===== config.mk =====
export PLATFORM = sky130hd
export DESIGN_NAME = d_lockout_timer
export DESIGN_NICKNAME = d
export VERILOG_FILES = /design/src/rtl/d_lockout_timer.sv
export SDC_FILE = /design/constraint.sdc
export NUM_CORES = 1
export LEC_CHECK = 0
export ABC_AREA = 1
export ABC_CLOCK_PERIOD_IN_PS = 4200
export CAP_MARGIN = 15
export CORE_ASPECT_RATIO = 1.5
export CORE_MARGIN = 3
export CORE_UTILIZATION = 50
export DETAILED_ROUTE_END_ITERATION = 7
export PLACE_DENSITY = 0.72
export SLEW_MARGIN = 25
export SYNTH_ARGS = -nofsm -noshare
export SYNTH_HDL_FRONTEND = slang
export SYNTH_SLANG_ARGS = --single-unit

===== constraint.sdc =====
create_clock -name clk_in -period 4.2 [get_ports clk_in]
set_input_delay 1.26 -clock clk_in [delete_from_list [all_inputs] [get_ports clk_in]]
set_output_delay 1.26 -clock clk_in [all_outputs]
set_load 0.01 [all_outputs]

===== src/rtl/d_lockout_timer.sv =====
// Entry-window / lockout timer: prescaled countdown, thermometer LED bar, RGB status.
// Define LOCK_ESCALATE_EN to double each consecutive lockout up to BASE_LOCK<<MAX_SHIFT.
module d_lockout_timer #(
  parameter int TICK_CYCLES = 125000000,
  parameter int LED_W       = 10,
  parameter int ERR_W       = 3,
  parameter int MAX_ERR     = 3,
  parameter int INPUT_WIN   = 10,
  parameter int BASE_LOCK   = 10,
  parameter int MAX_SHIFT   = 3
) (
  input  logic             clk_in,
  input  logic             rst_n,
  input  logic             enb_cnt,
  input  logic             disable_cnt,
  input  logic             ignore,
  input  logic             clr_level,
  input  logic [ERR_W-1:0] error_counter,
  output logic             enb_inp,
  output logic             lock_active,
  output logic             timeout,
  output logic [LED_W-1:0] led_cnt,
  output logic [2:0]       rgb_out,
  output logic [2:0]       state
);
  localparam int LOCK_MAX = BASE_LOCK << MAX_SHIFT;
  localparam int REM_MAX  = (INPUT_WIN > LOCK_MAX) ? INPUT_WIN : LOCK_MAX;
  localparam int RW       = $clog2(REM_MAX + 1);
  localparam int PW       = $clog2(TICK_CYCLES);

  typedef enum logic [2:0] {IDLE = 3'd0, ENTRY = 3'd1, LOCKOUT = 3'd2} state_t;

  state_t        st;
  logic [RW-1:0] remaining;
  logic [PW-1:0] presc;
  logic [RW-1:0] lock_len;
  logic          counting;
  logic          presc_end;
  logic          tick;

`ifdef LOCK_ESCALATE_EN
  localparam int LW = (MAX_SHIFT > 0) ? $clog2(MAX_SHIFT + 1) : 1;
  logic [LW-1:0] level;
  assign lock_len = RW'(BASE_LOCK) << level;
`else
  logic unused_clr;
  assign unused_clr = clr_level;
  assign lock_len   = RW'(BASE_LOCK);
`endif

  assign counting  = (st == ENTRY) || (st == LOCKOUT);
  assign presc_end = (presc == PW'(TICK_CYCLES - 1));
  assign tick      = counting && !ignore && presc_end;

  always_ff @(posedge clk_in or negedge rst_n) begin
    if (!rst_n) begin
      st        <= IDLE;
      remaining <= '0;
      presc     <= '0;
      timeout   <= 1'b0;
`ifdef LOCK_ESCALATE_EN
      level     <= '0;
`endif
    end else begin
      timeout <= 1'b0;
      // prescaler free-runs while counting; any state change below re-zeroes it
      if (counting && !ignore) presc <= presc_end ? '0 : presc + 1'b1;
      case (st)
        IDLE: begin
          presc <= '0;
`ifdef LOCK_ESCALATE_EN
          if (clr_level) level <= '0;
`endif
          if (enb_cnt) begin
            st        <= ENTRY;
            remaining <= RW'(INPUT_WIN);
          end
        end
        ENTRY: begin
          if (error_counter >= ERR_W'(MAX_ERR)) begin
            st        <= LOCKOUT;
            remaining <= lock_len;
            presc     <= '0;
`ifdef LOCK_ESCALATE_EN
            if (level != LW'(MAX_SHIFT)) level <= level + 1'b1;
`endif
          end else if (disable_cnt) begin
            st    <= IDLE;
            presc <= '0;
`ifdef LOCK_ESCALATE_EN
            level <= '0;
`endif
          end else if (tick) begin
            if (remaining == RW'(1)) begin
              st      <= IDLE;
              presc   <= '0;
              timeout <= 1'b1;
            end else begin
              remaining <= remaining - 1'b1;
            end
          end
        end
        LOCKOUT: begin
          if (tick) begin
            if (remaining == RW'(1)) begin
              st    <= IDLE;
              presc <= '0;
            end else begin
              remaining <= remaining - 1'b1;
            end
          end
        end
        default: begin
          st    <= IDLE;
          presc <= '0;
        end
      endcase
    end
  end

  assign state       = st;
  assign enb_inp     = (st == ENTRY);
  assign lock_active = (st == LOCKOUT);

  always_comb begin
    rgb_out = 3'b001;
    case (st)
      ENTRY:   rgb_out = 3'b010;
      LOCKOUT: rgb_out = (presc < PW'(TICK_CYCLES / 2)) ? 3'b100 : 3'b000;
      default: rgb_out = 3'b001;
    endcase
  end

  // thermometer: bit i lit while more than i ticks remain
  for (genvar i = 0; i < LED_W; i++) begin : g_led
    assign led_cnt[i] = counting && (32'(remaining) > 32'(i));
  end
endmodule

==> impl_metrics.env <==
export IMPL_vias=2578
export IMPL_grt_util_all_layers_pct=22.67
export IMPL_io_pins=28
export IMPL_worstSetupPathType="register to primary output"
export IMPL_postCtsSetupBuffers=0
export IMPL_grt_overflow=0
export IMPL_clock_sinks=38
export IMPL_synth_area_leaders="dfrtp_1, nand2_1, nor2_1"
export IMPL_netlist_area_um2=2736
export IMPL_setup_viol=0
export IMPL_die_x_um=66.40
export IMPL_period_needed_ns=3.395
export IMPL_drc=0
export IMPL_powerDensity_nw_per_um2=243.6
export IMPL_antenna_found_initial=0
export IMPL_num_rows=32
export IMPL_cts_max_path_buffers=2
export IMPL_maxCapViolations=0
export IMPL_fmax_mhz=294.5
export IMPL_drive_gt1_share_pct=12.65
export IMPL_holdBufCountCts=0
export IMPL_synth_edf_count=0
export IMPL_relSlewSlack_pct=40.12
export IMPL_floorplan_initialDensity_pct=52.57
export IMPL_cts_buffers=5
export IMPL_cts_tree="done"
export IMPL_tns_ns=0
export IMPL_post_cts_resized=0
export IMPL_ant_nets=0
export IMPL_netlist_top_cells_count="nand2_1, nor2_1, inv_1"
export IMPL_startpoint_type="register"
export IMPL_drv_slew=0
export IMPL_core_um2=5205
export IMPL_dr_pass1_iters=4
export IMPL_routed_via_density=5.208
export IMPL_grt_pass1_vias=2511
export IMPL_die_height_um=96.61
export IMPL_cts_htree_levels=2
export IMPL_yosysSeqAreaShare_pct=34.75
export IMPL_place_gp_congestion=0.9089
export IMPL_crit_fanout=6
export IMPL_slowest_stage="clkdlybuf4s50_1"
export IMPL_timing_critical_path_buf_inv=3
export IMPL_drt_wl_total_mm=6.769
export IMPL_hp_start="presc[0]"
export IMPL_clk_pin_slew_ns=0.07
export IMPL_seq_area_um2=950.9
export IMPL_multi_input_area_um2=1523
export IMPL_root_buffer="clkbuf_8"
export IMPL_synth_most_common_cell="nand2_1"
export IMPL_end_kind="primary output"
export IMPL_skew_ns=0.007497
export IMPL_r2r_start="state[1]"
export IMPL_rsz0062_at_grt="no"
export IMPL_antenna_cells=0
export IMPL_synth_cell_types=38
export IMPL_syn_to_final_growth_pct=15.04
export IMPL_syn_inst=397
export IMPL_crit_family="buffers and inverters"
export IMPL_synth_area_leader_cell="dfrtp_1"
export IMPL_peakVddDrop_uv=170.7
export IMPL_async_flop_share_pct=100.0
export IMPL_nets=440
export IMPL_ys_flop_type="dfrtp_1"
export IMPL_grt_first_pass_wirelength_mm=11.40
export IMPL_r2r_cells=10
export IMPL_worst_path_stages=8
export IMPL_synth_warnings=0
export IMPL_crit_end="led_cnt[1]"
export IMPL_r2r_end="presc[17]"
export IMPL_reg2reg_slack_ns=2.15
export IMPL_critical_path_required_ns=2.94
export IMPL_total_power_uw=766.7
export IMPL_critPathLaunch="remaining[1]"
export IMPL_ys_seq_elements=38
export IMPL_wl_per_cell_um=13.67
export IMPL_clk_latency_ns=0.29
export IMPL_status="finished, final reports clean"
export IMPL_crit_arrival_ns=2.14
export IMPL_port_buffers=26
export IMPL_grt_max_degree=39
export IMPL_die_area_um2=6415
export IMPL_synth_top_area_share_pct=34.75
export IMPL_drt_iter0_markers=151
export IMPL_finalHoldViolCount=0
export IMPL_cpPeakStageDelay_ns=0.56
export IMPL_leakagePower_nw=1.411
export IMPL_synth_area_per_cell_um2=6.893
export IMPL_worstHoldPathType="register to register"
export IMPL_dpl_hpwl_mm=5.271
export IMPL_synthesis_nets=411
export IMPL_crit_chain="inv_1 > ha_1 > inv_1 > nor2_1 > nand2_1 > nand2_1 > a21oi_1 > clkdlybuf4s50_1"
export IMPL_fin_crit_sh_pct=80.84
export IMPL_nFillCells=511
export IMPL_tightest_slew_ns=0.8983
==> cell type report <==
class	instances	area share [%]
flip-flops and latches	38	30.21
repair buffers	26	8.108
clock inverters	3	1.272
multi-input cells	295	48.37
well taps	68	2.703
inverters	60	7.154
clock buffers	5	2.186
==> metal layers <==
layer  GRT usage, %  share of wire, %
met1          24.27                38
met3          3.600               3.5
met2          42.69                56
met5              0                 0
met4          7.981               2.5
==> cells in the final DEF (no fill, tap or decap), types with 3 or more instances in the layout <==
cell type and n:
inv_2 7, clkbuf_8 5, xor2_1 4, nand3b_1 3, nand2_1 95, dfrtp_1 38, nand2_2 5, or2_2 3
a21oi_2 3, nor3_1 21, nand2_4 3, nand3_1 19, inv_1 53, o21ai_0 9, nor2_1 65, o21ai_2 4
a21oi_1 18, nand4_1 6, ha_1 5, clkdlybuf4s50_1 25, nor2_2 9
==> cell families (layout without fill, tap and decap cells) <==
kind of cell | Yosys count | after routing | synth area share, %
xor gates and xnor gates | 6 | 6 | 1.920
adders and majority gates | 5 | 5 | 2.286
buffers and inverters | 64 | 94 | 9.602
and+or+nand+nor | 241 | 241 | 42.25
other | 1 | 1 | 0.1370
DFF | 38 | 38 | 34.75
AOI/OAI and AO/OA | 42 | 42 | 9.054
==> registers in the layout (all words and copies together) (netlist names) <==
register and count:
timeout 1, presc 27, remaining 7, state 3
==> worst min path at each step <==
| stage | cells past startpoint | endpoint |
|---|---|---|
| after floorplan | 1 | presc[17] |
| after global placement | 2 | remaining[4] |
| after CTS | 2 | presc[0] |
| final | 2 | presc[0] |
| after detailed placement | 2 | remaining[4] |
| after global routing | 2 | presc[0] |
==> metrics by stage <==
stage | setup WS (ns) | hold slack [ns] | instance area [um^2] | utilization, % | instances
2_1_floorplan | 1.751 | 0.5041 | 2736 | - | 397
3_3_place_gp | 1.093 | 0.5419 | 3039 | 58.39 | 487
3_5_place_dp | 1.091 | 0.5558 | 3039 | 58.39 | 487
4_1_cts | 0.7992 | 0.5756 | 3148 | 60.48 | 495
5_1_grt | 0.6531 | 0.5934 | 3148 | 60.48 | 495
6_report | 0.8046 | 0.5693 | 3148 | 60.48 | 495
==> report_power, final <==
part	internal (mW)	switching (mW)	leakage, nW
Combinational	0.0358	0.0504	0.836
Clock	0.175	0.136	0.0579
Sequential	0.368	0.00208	0.517
==> worst min-delay path: cells and delay by family, from the launching register on <==
| kind | cells | cell delay (ns) |
|---|---|---|
| AOI/OAI and AO/OA | 1 | 0.06 |
| DFF | 1 | 0.40 |
| and+or+nand+nor | 1 | 0.07 |
(Power assumes the default switching activity.)
